`src/rtl/seg7_scan_ctrl.sv`:
```
// Multiplexed 7-segment scan controller with frame-synchronous, tear-free data update.
// Optional blink logic is compiled in when the macro SEG7_BLINK_EN is defined.
module seg7_scan_ctrl #(
    parameter int NUM_DIGITS   = 4,
    parameter int REFRESH_DIV  = 100000,
    parameter int BLINK_FRAMES = 125
) (
    input  logic                    clk_100MHz,
    input  logic                    reset,
    input  logic [4*NUM_DIGITS-1:0] digits_bcd,
    input  logic [NUM_DIGITS-1:0]   dp_in,
    input  logic                    load,
    input  logic                    lz_blank,
    input  logic [NUM_DIGITS-1:0]   blink_mask,
    output logic [6:0]              seg,
    output logic                    dp,
    output logic [NUM_DIGITS-1:0]   an,
    output logic                    frame_end,
    output logic                    upd_done
);

    localparam int TW = $clog2(REFRESH_DIV);
    localparam int IW = (NUM_DIGITS > 1) ? $clog2(NUM_DIGITS) : 1;
    localparam logic [TW-1:0] TIMER_LAST = TW'(REFRESH_DIV - 1);
    localparam logic [IW-1:0] INDEX_LAST = IW'(NUM_DIGITS - 1);

    logic [TW-1:0]           timer;
    logic [IW-1:0]           index;
    logic                    slot_end;
    logic [4*NUM_DIGITS-1:0] disp_bcd, pend_bcd;
    logic [NUM_DIGITS-1:0]   disp_dp, pend_dp;
    logic                    pend_valid;

    logic [3:0]              cur_bcd;
    logic                    cur_dp;
    logic [NUM_DIGITS-1:0]   lz_mask;
    logic                    above_zero;
    logic [NUM_DIGITS-1:0]   an_next;
    logic [6:0]              seg_next;
    logic                    blink_off;

    function automatic logic [6:0] decode(input logic [3:0] d);
        case (d)
            4'd0:    return 7'b0000001;
            4'd1:    return 7'b1001111;
            4'd2:    return 7'b0010010;
            4'd3:    return 7'b0000110;
            4'd4:    return 7'b1001100;
            4'd5:    return 7'b0100100;
            4'd6:    return 7'b0100000;
            4'd7:    return 7'b0001111;
            4'd8:    return 7'b0000000;
            4'd9:    return 7'b0000100;
            default: return 7'b1111111;
        endcase
    endfunction

    assign slot_end  = (timer == TIMER_LAST);
    assign frame_end = slot_end && (index == INDEX_LAST);

    // NOTE: sequential state uses non-blocking assignments so every register samples pre-edge values.
    always_ff @(posedge clk_100MHz or posedge reset) begin
        if (reset) begin
            timer <= '0;
            index <= '0;
        end else if (slot_end) begin
            timer <= '0;
            index <= (index == INDEX_LAST) ? '0 : index + 1'b1;
        end else begin
            timer <= timer + 1'b1;
        end
    end

    // Display data only changes on the frame boundary; a coincident load wins over pending data.
    always_ff @(posedge clk_100MHz or posedge reset) begin
        if (reset) begin
            disp_bcd   <= '0;
            disp_dp    <= '0;
            pend_bcd   <= '0;
            pend_dp    <= '0;
            pend_valid <= 1'b0;
            upd_done   <= 1'b0;
        end else begin
            upd_done <= 1'b0;
            if (frame_end && load) begin
                disp_bcd   <= digits_bcd;
                disp_dp    <= dp_in;
                pend_valid <= 1'b0;
                upd_done   <= 1'b1;
            end else if (frame_end && pend_valid) begin
                disp_bcd   <= pend_bcd;
                disp_dp    <= pend_dp;
                pend_valid <= 1'b0;
                upd_done   <= 1'b1;
            end else if (load) begin
                pend_bcd   <= digits_bcd;
                pend_dp    <= dp_in;
                pend_valid <= 1'b1;
            end
        end
    end

    // NOTE: every always_comb output gets a default first so no latch is inferred.
    always_comb begin
        cur_bcd    = '0;
        cur_dp     = 1'b0;
        lz_mask    = '0;
        above_zero = 1'b1;
        for (int i = NUM_DIGITS - 1; i >= 1; i--) begin
            above_zero = above_zero && (disp_bcd[4*i +: 4] == 4'd0);
            lz_mask[i] = lz_blank && above_zero;
        end
        for (int i = 0; i < NUM_DIGITS; i++) begin
            if (index == IW'(i)) begin
                cur_bcd = disp_bcd[4*i +: 4];
                cur_dp  = disp_dp[i];
            end
        end
        an_next  = ~(NUM_DIGITS'(1) << index);
        seg_next = (|(lz_mask & ~an_next)) ? 7'b1111111 : decode(cur_bcd);
    end

`ifdef SEG7_BLINK_EN
    localparam int BW = (BLINK_FRAMES > 1) ? $clog2(BLINK_FRAMES) : 1;
    localparam logic [BW-1:0] BLINK_LAST = BW'(BLINK_FRAMES - 1);

    logic [BW-1:0] frame_cnt;
    logic          blink_on;

    always_ff @(posedge clk_100MHz or posedge reset) begin
        if (reset) begin
            frame_cnt <= '0;
            blink_on  <= 1'b1;
        end else if (frame_end) begin
            if (frame_cnt == BLINK_LAST) begin
                frame_cnt <= '0;
                blink_on  <= ~blink_on;
            end else begin
                frame_cnt <= frame_cnt + 1'b1;
            end
        end
    end

    assign blink_off = !blink_on && (|(blink_mask & ~an_next));
`else
    logic blink_unused;
    assign blink_unused = ^blink_mask;
    assign blink_off    = 1'b0;
`endif

    always_ff @(posedge clk_100MHz or posedge reset) begin
        if (reset) begin
            seg <= 7'b1111111;
            dp  <= 1'b1;
            an  <= '1;
        end else if (blink_off) begin
            seg <= 7'b1111111;
            dp  <= 1'b1;
            an  <= '1;
        end else begin
            seg <= seg_next;
            dp  <= ~cur_dp;
            an  <= an_next;
        end
    end

endmodule

```
`config.mk`:
```
export PLATFORM = sky130hd
export DESIGN_NAME = seg7_scan_ctrl
export DESIGN_NICKNAME = d
export VERILOG_FILES = /design/src/rtl/seg7_scan_ctrl.sv
export SDC_FILE = /design/constraint.sdc
export NUM_CORES = 1
export LEC_CHECK = 0
export ABC_AREA = 1
export BUFFER_PORTS_ARGS = -buffer_cell sky130_fd_sc_hd__buf_4
export CORE_UTILIZATION = 55
export CTS_CLUSTER_SIZE = 40
export DETAILED_ROUTE_END_ITERATION = 16
export PLACE_DENSITY = 0.84
export SLEW_MARGIN = 30
export SYNTH_ARGS = -nofsm -noshare
export SYNTH_HDL_FRONTEND = slang
export SYNTH_SLANG_ARGS = --single-unit
export TNS_END_PERCENT = 10
```
`constraint.sdc`:
```
create_clock -name clk_100MHz -period 5.2 [get_ports clk_100MHz]
set_input_delay 0.78 -clock clk_100MHz [delete_from_list [all_inputs] [get_ports clk_100MHz]]
set_output_delay 0.78 -clock clk_100MHz [all_outputs]
set_load 0.03 [all_outputs]
```
# ---- Word-level counts from Yosys, hierarchy flattened
# Memory sizes are Yosys's and may differ from the RTL's.
# Index checks and enable logic that the tools add are counted.
dict set report word_totals {
  mem_bits_ro 112
  ff_bits 73
  input_bits 28
  out_inout_bits 14
  wordCells 61
  memories 1
}
dict set report op_classes {
  n_shift 1
  reduce_logical 16
  bitwise 6
  muxes 20
  eq_ne 4
  add_sub_neg 2
}
# memory words word_bits read_ports rd_clocked_by_memory_dff wr line
set mem_list {}
lappend mem_list {{(no name shown)} 16 7 1 0 0 43} ;# case (d)
# op count
set ops {}
lappend ops {{$mux 16} 2}
lappend ops {{$mux 4} 6}
lappend ops {{$add 17x1->17 const B} 1}
lappend ops {{$eq 17x17->1 const B} 1}
lappend ops {{$mux 17} 1}
lappend ops {{$logic_not 4->1} 3}
lappend ops {{$mux 1} 9}
lappend ops {{$logic_and 1x1->1} 8}
lappend ops {{$not 4->4} 2}
lappend ops {{$mux 7} 1}
lappend ops {{$and 4x4->4} 1}
lappend ops {{$eq 2x2->1 const B} 2}
lappend ops {{$reduce_or 4->1} 1}
lappend ops {{$shl 1x2->4 const A} 1}
lappend ops {{$not 1->1} 3}
lappend ops {{$reduce_and 3->1} 1}
lappend ops {{$reduce_bool 3->1} 1}
lappend ops {{$add 2x1->2 const B} 1}
lappend ops {{$eq 2x1->1 const B} 1}
lappend ops {{$logic_not 2->1} 1}
lappend ops {{$mux 2} 1}
lappend ops {{$reduce_bool 2->1} 1}

# ---- Longest topological paths before layout
# Gate-level depths: netlist (run 1).
dict set report logic_depth {
  depth_word 7
  ltp_mapped 15
  mapped_depth_nobuf 15
}

# ---- Worst setup path after synthesis (run 1)
# No wires, ideal clock.
dict set report synth_timing {
  path_kind {reg-to-output}
  from {register timer[0]}
  to {output port frame_end}
  path_buffers 0
  arrival_ns 1.406
  path_slack_ns 3.014
  stages_incl_launch_ff 6
  path_cell_list {dfrtp_1 > ha_1 > nand2_1 > nor2_4 > nand3_1 > nor2_1}
}
dict set report synth_between {
  elab_chain_len 2
}
# element line
set synth_lines {}
lappend synth_lines {{start: declaration} 27} ;# logic [TW-1:0] timer;
lappend synth_lines {{start signal: assignment} 70} ;# timer <= timer + 1'b1;
lappend synth_lines {{$eq 17x17->1} 58} ;# assign slot_end = (timer == TIMER_LAST);
lappend synth_lines {{$logic_and 1x1->1} 59} ;# assign frame_end = slot_end && (index == INDEX_LAST);
lappend synth_lines {{end: declaration} 18} ;# output logic frame_end,
# No other way between the ends.

# ---- Worst setup path in the final report (run 1)
dict set report layout_timing {
  from {register timer[0]}
  to {register disp_bcd[15]}
}
dict set report layout_between {
  elab_chain_len 4
}
# element line
set layout_lines {}
lappend layout_lines {{$eq 17x17->1 *} 58}
lappend layout_lines {{$logic_and 1x1->1 *} 59}
lappend layout_lines {{$logic_and 1x1->1 (on tied branches)} {85, 90}}
lappend layout_lines {{$mux 16 or $reduce_bool 2->1 (tied branches)} --}
lappend layout_lines {{end signal: assignment} 86} ;# disp_bcd <= digits_bcd;
lappend layout_lines {{end signal: assignment} 91} ;# disp_bcd <= pend_bcd;
lappend layout_lines {{end: declaration} 30} ;# logic [4*NUM_DIGITS-1:0] disp_bcd, pend_bcd;
# Every way passes the cells marked *; elsewhere a longest branch is shown, timed or not.
# A chain may end at the register's enable or synchronous reset.

==> results.sh, run 1 <==
export IMPL_r2r_end="disp_bcd[15]"
export IMPL_grt_start_max_net_pins=74
export IMPL_critical_path_top_delay_family="simple AND/OR/NAND/NOR gates"
export IMPL_slowest_delay_ps=690
export IMPL_min_path_cells=1
export IMPL_netSwitchingFraction=0.234
export IMPL_reg2reg_slack_ps=2520
export IMPL_vias_per_cell=5.21
export IMPL_syn_area_per_cell_um2=7.76
export IMPL_ys_ff_latch=73
export IMPL_cpMaxStageDelayCell="nand3_1"
export IMPL_setup_viol=0
export IMPL_grt_use_total=0.236
export IMPL_seq_area_frac_synth=0.480
export IMPL_syn_cell_area_um2=3840
export IMPL_endpoint_kind="flip-flop"
export IMPL_ir_drop_mv=0.181
export IMPL_met1_usage=0.318
export IMPL_drive_above_1_share=0.145
export IMPL_grt_use_met2=0.372
export IMPL_grtUsageMet3=0.0626
export IMPL_drv_slew=0
export IMPL_h_tree_depth=3
export IMPL_reg2reg_from="timer[0]"
export IMPL_utilization=0.643
export IMPL_timing_hold_violations_final=0
export IMPL_p_int_w=0.000924
export IMPL_cp_data_required_time_ps=5490
export IMPL_min_period_over_period=0.515
export IMPL_setup_tns_ps=0
export IMPL_cts_root_buf="clkbuf_8"
export IMPL_die_width_um=85.6
export IMPL_cp_depth=9
export IMPL_cts_buffers=9
export IMPL_die_h_um=85.6
export IMPL_switchingPower_w=0.000281
export IMPL_regArea_um2=1840
export IMPL_cp_max_fo=26
export IMPL_skew_ps=10.7
export IMPL_multi_input_area_um2=1560
export IMPL_die_area_um2=7320
export IMPL_critical_path_buf_inv_count=0
export IMPL_cap_violations=0
export IMPL_synth_cell_types=30
export IMPL_crit_path_start="timer[0]"
export IMPL_crit_type="reg2reg"
export IMPL_ant_nets=0
export IMPL_p_clk_frac=0.405
export IMPL_dp_hpwl_um=5230
export IMPL_detail_route_iter0_violations=222
export IMPL_combPwrFrac=0.087
export IMPL_cts_tree="done"
export IMPL_dr_pass1_iters=7
export IMPL_clk_pin_slew_ps=80
export IMPL_dr_total_vias=3189
export IMPL_std_cell_rows=30
export IMPL_status="completed"
export IMPL_post_cts_buffers=0
export IMPL_start_kind="flip-flop"
export IMPL_cp_common_cell="nand2_1"
export IMPL_area_delta_synth_final_pct=13.1
export IMPL_clk_path_buf_depth=2
export IMPL_cts_sinks=73
export IMPL_fmax_ghz=0.374
export IMPL_hold_path_class="reg2reg"
export IMPL_syn_nets=534
export IMPL_start_util=0.568
export IMPL_io_buffers=37
export IMPL_cts_resized=0
export IMPL_postSynthCellCount=495
export IMPL_diodes=0
export IMPL_grt_pass1_vias=2958
export IMPL_finalNetCount=566
export IMPL_path_cells="ha_1 > nand2_1 > nor2_4 > nand3_2 > nor2_4 > nand3_1 > nand2_1 > nand3_1 > nand2_1"
export IMPL_fin_crit_ps=2680
export IMPL_place_congestion=0.900
export IMPL_worst_slew_pin_slew_ps=730
export IMPL_ff2ff_path_depth=9
export IMPL_rsz0062_at_grt="no"
export IMPL_worstSetupEndpoint="disp_bcd[15]"
export IMPL_routed_wl_um=7610
export IMPL_power_frac_seq=0.508
export IMPL_fillers=585
export IMPL_arrival_ps=2970
export IMPL_clock_latency_ps=350
export IMPL_synth_warnings=0
export IMPL_worst_slew_margin_rel=0.512
export IMPL_io_pins=42
export IMPL_drc=0
export IMPL_grt_first_pass_wirelength_um=13500
export IMPL_gr_total_overflow=0
export IMPL_p_leak_nw=2.32
export IMPL_wl_per_cell_um=12.4
export IMPL_top_usage_layer="met2"
export IMPL_p_per_area_nw_per_um2=277
export IMPL_holdBufCountCts=0
export IMPL_antenna_found_initial=0
export IMPL_core_um2=6760
-- Yosys cell counts (all sizes together) --
cell type  number  area, um^2
nor3            7        40.0
a21oi          12        60.1
or2             3        18.8
nor4            1        6.26
xor2            4        35.0
nand2         142         536
nand3          45         230
inv            87         327
xnor2           1        8.76
clkbuf          5        18.8
ha             11         138
dfrtp          61        1530
nor3b           1        7.51
clkinv          1        3.75
dfstp          12         315
nand3b          3        22.5
a22oi           1        7.51
nand4          25         156
nor2           27         124
buf            13        93.8
o21ai          33         165
-- placed cells by master, fill, tap and decap left out --
cell and count:
nor2_1 24, nand4_1 25, a21oi_1 12, a22oi_1 1, o21ai_0 13, clkbuf_8 10, nor3b_1 1, nand2_2 2
nor2_4 3, ha_1 11, o21ai_1 20, nand3b_1 3, buf_6 1, nor3_1 6, inv_2 3, xnor2_1 1
clkinvlp_4 1, inv_1 84, dfrtp_1 61, nor3_2 1, nor4_1 1, buf_4 38, xor2_1 4, clkbuf_1 3
nand3_2 1, bufinv_16 2, nand2_1 140, clkinv_1 1, nand3_1 44, dfstp_2 12, or2_2 3
-- state kept, by name, summed over array words and instances (netlist names) --
name        cells
upd_done        1
timer          17
disp_dp         4
an              4
pend_dp         4
pend_valid      1
disp_bcd       16
seg             7
index           2
dp              1
pend_bcd       16
-- per-stage QoR --
step | power (W) | hold WS, ps | setup WS, ps | instance area (um^2) | std cells
after floorplan | 0.000693 | 388 | 2590 | 3840 | 495
after global placement | 0.000725 | 423 | 2360 | 4120 | 596
after detailed placement | 0.000729 | 420 | 2540 | 4120 | 596
after CTS | 0.00122 | 440 | 2520 | 4340 | 612
after global routing | 0.00125 | 474 | 2230 | 4340 | 612
final | 0.00121 | 436 | 2520 | 4340 | 612
-- how the worst min path moves through the flow --
stage / startpoint / end / slack [ps]
3_3_place_gp: disp_dp[3] / dp / 420
3_5_place_dp: disp_dp[3] / dp / 420
2_1_floorplan: disp_dp[3] / dp / 390
4_1_cts: disp_dp[3] / dp / 440
6_report: disp_dp[3] / dp / 440
5_1_grt: disp_dp[3] / dp / 470
-- routing by layer --
layer  wire (um)  vias up
met1        3500     1467
met2        3570       95
met3         446        9
met4          88        0
met5           0        -
li1            -     1618
-- power groups by stage --
stage,clock (W),combinational [W],sequential [W]
global placement,0,0.000103,0.000622
detailed placement,0,0.000106,0.000622
global route,0.000517,0.000122,0.000615
finish,0.000488,0.000105,0.000612
CTS,0.000497,0.000107,0.000612
floorplan,0,0.0000617,0.000631
-- layout make-up --
class                           instances  area share
Sequential cell                        73       0.424
Clock inverter                          3      0.0156
Tap cell                               80      0.0230
Timing Repair Buffer                   39      0.0683
Inverter                               88      0.0761
Multi-Input combinational cell        316       0.359
Clock buffer                           13      0.0343
-- kinds of logic (layout without fill, tap and decap cells) --
| group | Yosys count | after routing | share of synthesized area |
|---|---|---|---|
| buffers and inverters | 106 | 143 | 0.115 |
| XOR/XNOR | 5 | 5 | 0.0114 |
| AND/OR/NAND/NOR | 254 | 254 | 0.297 |
| adder cells (fa/ha/maj) | 11 | 11 | 0.0358 |
| flip-flops | 73 | 73 | 0.480 |
| AO/OA/AOI/OAI | 46 | 46 | 0.0606 |
Note: power is estimated with default switching activity, not from simulation.
==> run 2, diff against run 1 <==
--- a/config.mk
+++ b/config.mk
@@ -7,10 +7,10 @@
 export LEC_CHECK = 0
 export ABC_AREA = 1
 export BUFFER_PORTS_ARGS = -buffer_cell sky130_fd_sc_hd__buf_4
-export CORE_UTILIZATION = 55
+export CORE_UTILIZATION = 53
 export CTS_CLUSTER_SIZE = 40
 export DETAILED_ROUTE_END_ITERATION = 16
-export PLACE_DENSITY = 0.84
+export PLACE_DENSITY = 0.85
 export SLEW_MARGIN = 30
 export SYNTH_ARGS = -nofsm -noshare
 export SYNTH_HDL_FRONTEND = slang
==> constraint.sdc (replaced) <==
create_clock -name clk_100MHz -period 2.4 [get_ports clk_100MHz]
set_input_delay 0.36 -clock clk_100MHz [delete_from_list [all_inputs] [get_ports clk_100MHz]]
set_output_delay 0.36 -clock clk_100MHz [all_outputs]
set_load 0.03 [all_outputs]
==> results.sh, run 2 (same netlist as run 1, synthesis figures left out) <==
export IMPL_status="completed"
export IMPL_drive_above_1_share=0.158
export IMPL_clk_path_buf_depth=2
export IMPL_cts_tree="done"
export IMPL_clock_latency_ps=350
export IMPL_p_leak_nw=2.40
export IMPL_vias_per_cell=5.17
export IMPL_drc=0
export IMPL_gr_total_overflow=0
export IMPL_setup_viol=0
export IMPL_reg_largest_list="timer x17, disp_bcd x16, pend_bcd x16"
export IMPL_place_congestion=0.897
export IMPL_timing_hold_violations_final=0
export IMPL_utilization=0.652
export IMPL_arrival_ps=2430
export IMPL_fillers=588
export IMPL_critical_path_buf_inv_count=1
export IMPL_grt_start_max_net_pins=41
export IMPL_detail_route_iter0_violations=205
export IMPL_final_area_um2=4500
export IMPL_wl_per_cell_um=12.6
export IMPL_rsz0062_at_grt="no"
export IMPL_dpl_cell_count=619
export IMPL_cts_resized=0
export IMPL_cp_common_cell="nand2_1"
export IMPL_antenna_found_initial=0
export IMPL_final_common_cell="nand2_1"
export IMPL_grt_first_pass_wirelength_um=13800
export IMPL_die_area_um2=7590
export IMPL_start_kind="flip-flop"
export IMPL_ir_drop_mv=0.398
export IMPL_setup_tns_ps=0
export IMPL_cts_sinks=73
export IMPL_clk_pin_slew_ps=80
export IMPL_hold_path_class="in2async"
export IMPL_die_h_um=87.1
export IMPL_setup_ws_ps=237
export IMPL_finalNetCount=573
export IMPL_dpl_worst_slack_ps=295
export IMPL_io_pins=42
export IMPL_regArea_um2=1840
export IMPL_io_buffers=37
export IMPL_post_cts_buffers=0
export IMPL_drv_slew=0
export IMPL_area_delta_synth_final_pct=17.2
export IMPL_skew_ps=8.67
export IMPL_multi_input_area_um2=1560
export IMPL_slowest_delay_ps=420
export IMPL_final_cell_mix="nand2_1 (141), inv_1 (84), dfrtp_1 (61)"
export IMPL_die_width_um=87.1
export IMPL_cts_buffers=9
export IMPL_fin_crit_ps=2160
export IMPL_holdBufCountCts=0
export IMPL_diodes=0
export IMPL_std_cell_rows=30
export IMPL_dr_total_vias=3286
export IMPL_cp_data_required_time_ps=2670
export IMPL_top_register="timer"
export IMPL_dp_hpwl_um=5650
export IMPL_p_per_area_nw_per_um2=647
export IMPL_worst_slew_pin_slew_ps=609
export IMPL_cp_max_fo=7
export IMPL_ant_nets=0
export IMPL_largest_reg_flops=17
export IMPL_min_period_over_period=0.901
export IMPL_placed_area_um2=4220
export IMPL_path_cells="inv_1 > ha_1 > nor2_1 > nand2_1 > nand2_1 > nand2_1 > nand2_1 > nand2_1 > ha_1 > nand3b_1 > nand3_1 > nand3_1"
export IMPL_routed_wl_um=8010
export IMPL_dr_pass1_iters=5
export IMPL_cap_violations=0
export IMPL_cts_root_buf="clkbuf_8"
export IMPL_h_tree_depth=3
export IMPL_grt_use_total=0.234
export IMPL_stdcell_count=635
export IMPL_cpMaxStageDelayCell="dfrtp_1"
export IMPL_fmax_ghz=0.462
export IMPL_grt_pass1_vias=3182
export IMPL_crit_type="reg2reg"
export IMPL_worst_slew_margin_rel=0.590
export IMPL_critical_path_top_delay_family="simple AND/OR/NAND/NOR gates"
export IMPL_start_util=0.556
export IMPL_core_um2=6910
export IMPL_endpoint_kind="flip-flop"
==> run 2: cell types whose count changed in the layout (fill, tap and decap cells not counted), sizes merged <==
cell / previous run / this run
clkinvlp: 1 / 0
buf: 39 / 46
clkbuf: 13 / 10
bufinv: 2 / 5
clkinv: 1 / 2
==> run 2: worst reg2reg max path: stages (launching register included) <==
cell,delay (ps)
dfrtp_1,420
inv_1,90
ha_1,280
nor2_1,220
nand2_1,70
nand2_1,60
nand2_1,40
nand2_1,60
nand2_1,160
ha_1,340
nand3b_1,170
nand3_1,100
nand3_1,70
==> run 2: path summary, 6_finish.rpt <==
| check | startpoint | endpoint | slack, ps | cells after the start |
|---|---|---|---|---|
| max reg2reg | index[1] | seg[3] | 240 | 12 |
| min | reset | pend_dp[1] | 60 | 2 |
| min in group clk_100MHz | digits_bcd[2] | pend_bcd[2] | 270 | 3 |
| max in group asynchronous | reset | timer[11] | 1710 | 3 |
| min reg2reg | disp_dp[3] | dp | 450 | 1 |
| max | index[1] | seg[3] | 240 | 12 |
==> run 2: power breakdown <==
group	internal [W]	switching, W	total (W)
Sequential	0.00130	0.0000310	0.00133
Combinational	0.0000956	0.000143	0.000239
Clock	0.000899	0.000449	0.00135
==> run 2: cell type report <==
cell class	count	share of cell area
Clock inverter	6	0.0345
Tap cell	96	0.0267
Multi-Input combinational cell	316	0.346
Inverter	88	0.0734
Sequential cell	73	0.409
Timing Repair Buffer	46	0.0823
Clock buffer	10	0.0284
==> run 2: metrics by stage <==
step           power [W]  hold slack (ps)
5_1_grt          0.00303             96.8
3_5_place_dp     0.00159              424
6_report         0.00291             58.1
4_1_cts          0.00294             69.7
3_3_place_gp     0.00158              419
2_1_floorplan    0.00150              388
==> run 2: routing by layer <==
layer	vias up	routed length [um]	track usage	share of wire
li1	1637	-	-	-
met2	136	3930	0.396	0.49
met4	0	98	0.0909	0.012
met1	1501	3480	0.285	0.43
met5	-	0	0	0
met3	12	497	0.0654	0.062
==> run 3, diff against run 2 <==
--- a/config.mk
+++ b/config.mk
@@ -6,7 +6,7 @@
 export NUM_CORES = 1
 export LEC_CHECK = 0
 export ABC_AREA = 1
-export BUFFER_PORTS_ARGS = -buffer_cell sky130_fd_sc_hd__buf_4
+export BUFFER_PORTS_ARGS = -buffer_cell sky130_fd_sc_hd__buf_2
 export CORE_UTILIZATION = 53
 export CTS_CLUSTER_SIZE = 40
 export DETAILED_ROUTE_END_ITERATION = 16
==> results.sh, run 3 (same netlist as run 1, synthesis figures left out) <==
export IMPL_utilization=0.622
export IMPL_ir_drop_mv=0.395
export IMPL_cts_sinks=73
export IMPL_io_buffers=37
export IMPL_start_util=0.556
export IMPL_status="completed"
export IMPL_drv_slew=0
export IMPL_skew_ps=9.40
export IMPL_holdBufCountCts=1
export IMPL_die_width_um=87.1
export IMPL_timing_hold_violations_final=0
export IMPL_io_pins=42
export IMPL_cp_max_fo=13
export IMPL_area_delta_synth_final_pct=11.8
export IMPL_wl_per_cell_um=12.1
export IMPL_drc=0
export IMPL_drive_above_1_share=0.154
export IMPL_arrival_ps=2440
export IMPL_antenna_found_initial=0
export IMPL_p_per_area_nw_per_um2=554
export IMPL_clock_latency_ps=360
export IMPL_clk_path_buf_depth=2
export IMPL_worst_slew_margin_rel=0.621
export IMPL_die_h_um=87.1
export IMPL_cts_root_buf="clkbuf_8"
export IMPL_cts_tree="done"
export IMPL_vias_per_cell=5.15
export IMPL_h_tree_depth=3
export IMPL_std_cell_rows=30
export IMPL_multi_input_area_um2=1560
export IMPL_final_common_cell="nand2_1"
export IMPL_rsz0062_at_grt="no"
export IMPL_final_cell_mix="nand2_1 (141), inv_1 (84), dfrtp_1 (61)"
export IMPL_crit_path_start="index[0]"
export IMPL_die_area_um2=7590
export IMPL_cts_resized=0
export IMPL_place_congestion=0.911
export IMPL_fillers=618
export IMPL_top_register="timer"
export IMPL_grt_start_max_net_pins=62
export IMPL_min_delay_start="dp_in[0]"
export IMPL_detail_route_iter0_violations=216
export IMPL_finalNetCount=573
export IMPL_grt_first_pass_wirelength_um=13300
export IMPL_core_um2=6910
export IMPL_regArea_um2=1840
export IMPL_start_kind="flip-flop"
export IMPL_diodes=0
export IMPL_clk_pin_slew_ps=80
export IMPL_endpoint_kind="flip-flop"
export IMPL_hold_path_class="in2reg"
export IMPL_grt_use_total=0.227
export IMPL_grt_pass1_vias=2983
export IMPL_post_cts_buffers=0
export IMPL_worst_slew_pin_slew_ps=563
export IMPL_min_period_over_period=0.901
export IMPL_routed_wl_um=7650
export IMPL_dr_total_vias=3269
export IMPL_fmax_ghz=0.463
export IMPL_fin_crit_ps=2160
export IMPL_reg_largest_list="timer x17, disp_bcd x16, pend_bcd x16"
export IMPL_largest_reg_flops=17
export IMPL_p_leak_nw=2.32
export IMPL_reg2reg_from="index[0]"
export IMPL_cap_violations=0
export IMPL_ant_nets=0
export IMPL_setup_tns_ps=0
export IMPL_dp_hpwl_um=5540
export IMPL_crit_type="reg2reg"
export IMPL_dr_pass1_iters=4
export IMPL_cts_buffers=9
export IMPL_cp_data_required_time_ps=2680
export IMPL_gr_total_overflow=0
export IMPL_setup_viol=0
==> run 3: cell count changes in the layout (fill, tap and decap cells not counted) <==
cell / before / now
dlygate4sd3_1: 0 / 1
bufinv_16: 5 / 0
buf_4: 44 / 6
clkbuf_1: 1 / 2
clkinv_2: 1 / 4
clkbuf_8: 9 / 10
buf_2: 0 / 37
==> run 3: per-stage QoR <==
step / hold WS [ps] / instances / total power (W) / setup WS [ps] / area, um^2
2_1_floorplan: 388 / 495 / 0.00150 / 207 / 3840
3_3_place_gp: 319 / 618 / 0.00156 / 388 / 4120
3_5_place_dp: 331 / 618 / 0.00157 / 266 / 4120
4_1_cts: 252 / 635 / 0.00240 / 244 / 4290
5_1_grt: 251 / 635 / 0.00249 / 85.3 / 4290
6_report: 259 / 635 / 0.00238 / 239 / 4290
==> run 3: metal layers <==
metal  global-route usage  up-vias  routed length (um)
met4               0.0939        0                 144
met3               0.0540       16                 478
met5                    0        -                   0
met2                0.366      114                3580
met1                0.294     1506                3450
li1                     -     1633                   -
==> run 3: final timing paths <==
path                              end  slack [ps]  cells after the start
setup / recovery               seg[1]         240                     10
hold / removal             pend_dp[0]         260                      3
setup reg to reg               seg[1]         240                     10
hold reg to reg                    dp         450                      1
max in group asynchronous          dp        1270                      4
min in group asynchronous   timer[16]         490                      3
==> run 3: critical path: stages (launching register included) <==
cell and delay [ps]:
dfrtp_1 400, ha_1 170, buf_4 190, inv_1 160, or2_2 300, nand2_1 200
inv_1 100, ha_1 220, nand3b_1 180, nand3_1 100, nand3_1 70
==> run 3: area by class of cell <==
| type | count | area share |
|---|---|---|
| Timing Repair Buffer | 46 | 0.0653 |
| Clock buffer | 12 | 0.0338 |
| Clock inverter | 4 | 0.00466 |
| Tap cell | 96 | 0.0280 |
| Inverter | 88 | 0.0769 |
| Sequential cell | 73 | 0.429 |
| Multi-Input combinational cell | 316 | 0.362 |
==> run 3: power breakdown <==
group / total [W] / internal (W) / switching (W)
clock network: 0.000834 / 0.000397 / 0.000437
registers: 0.00133 / 0.00130 / 0.0000309
logic: 0.000219 / 0.0000788 / 0.000140
total: 0.00238 / 0.00177 / 0.000608
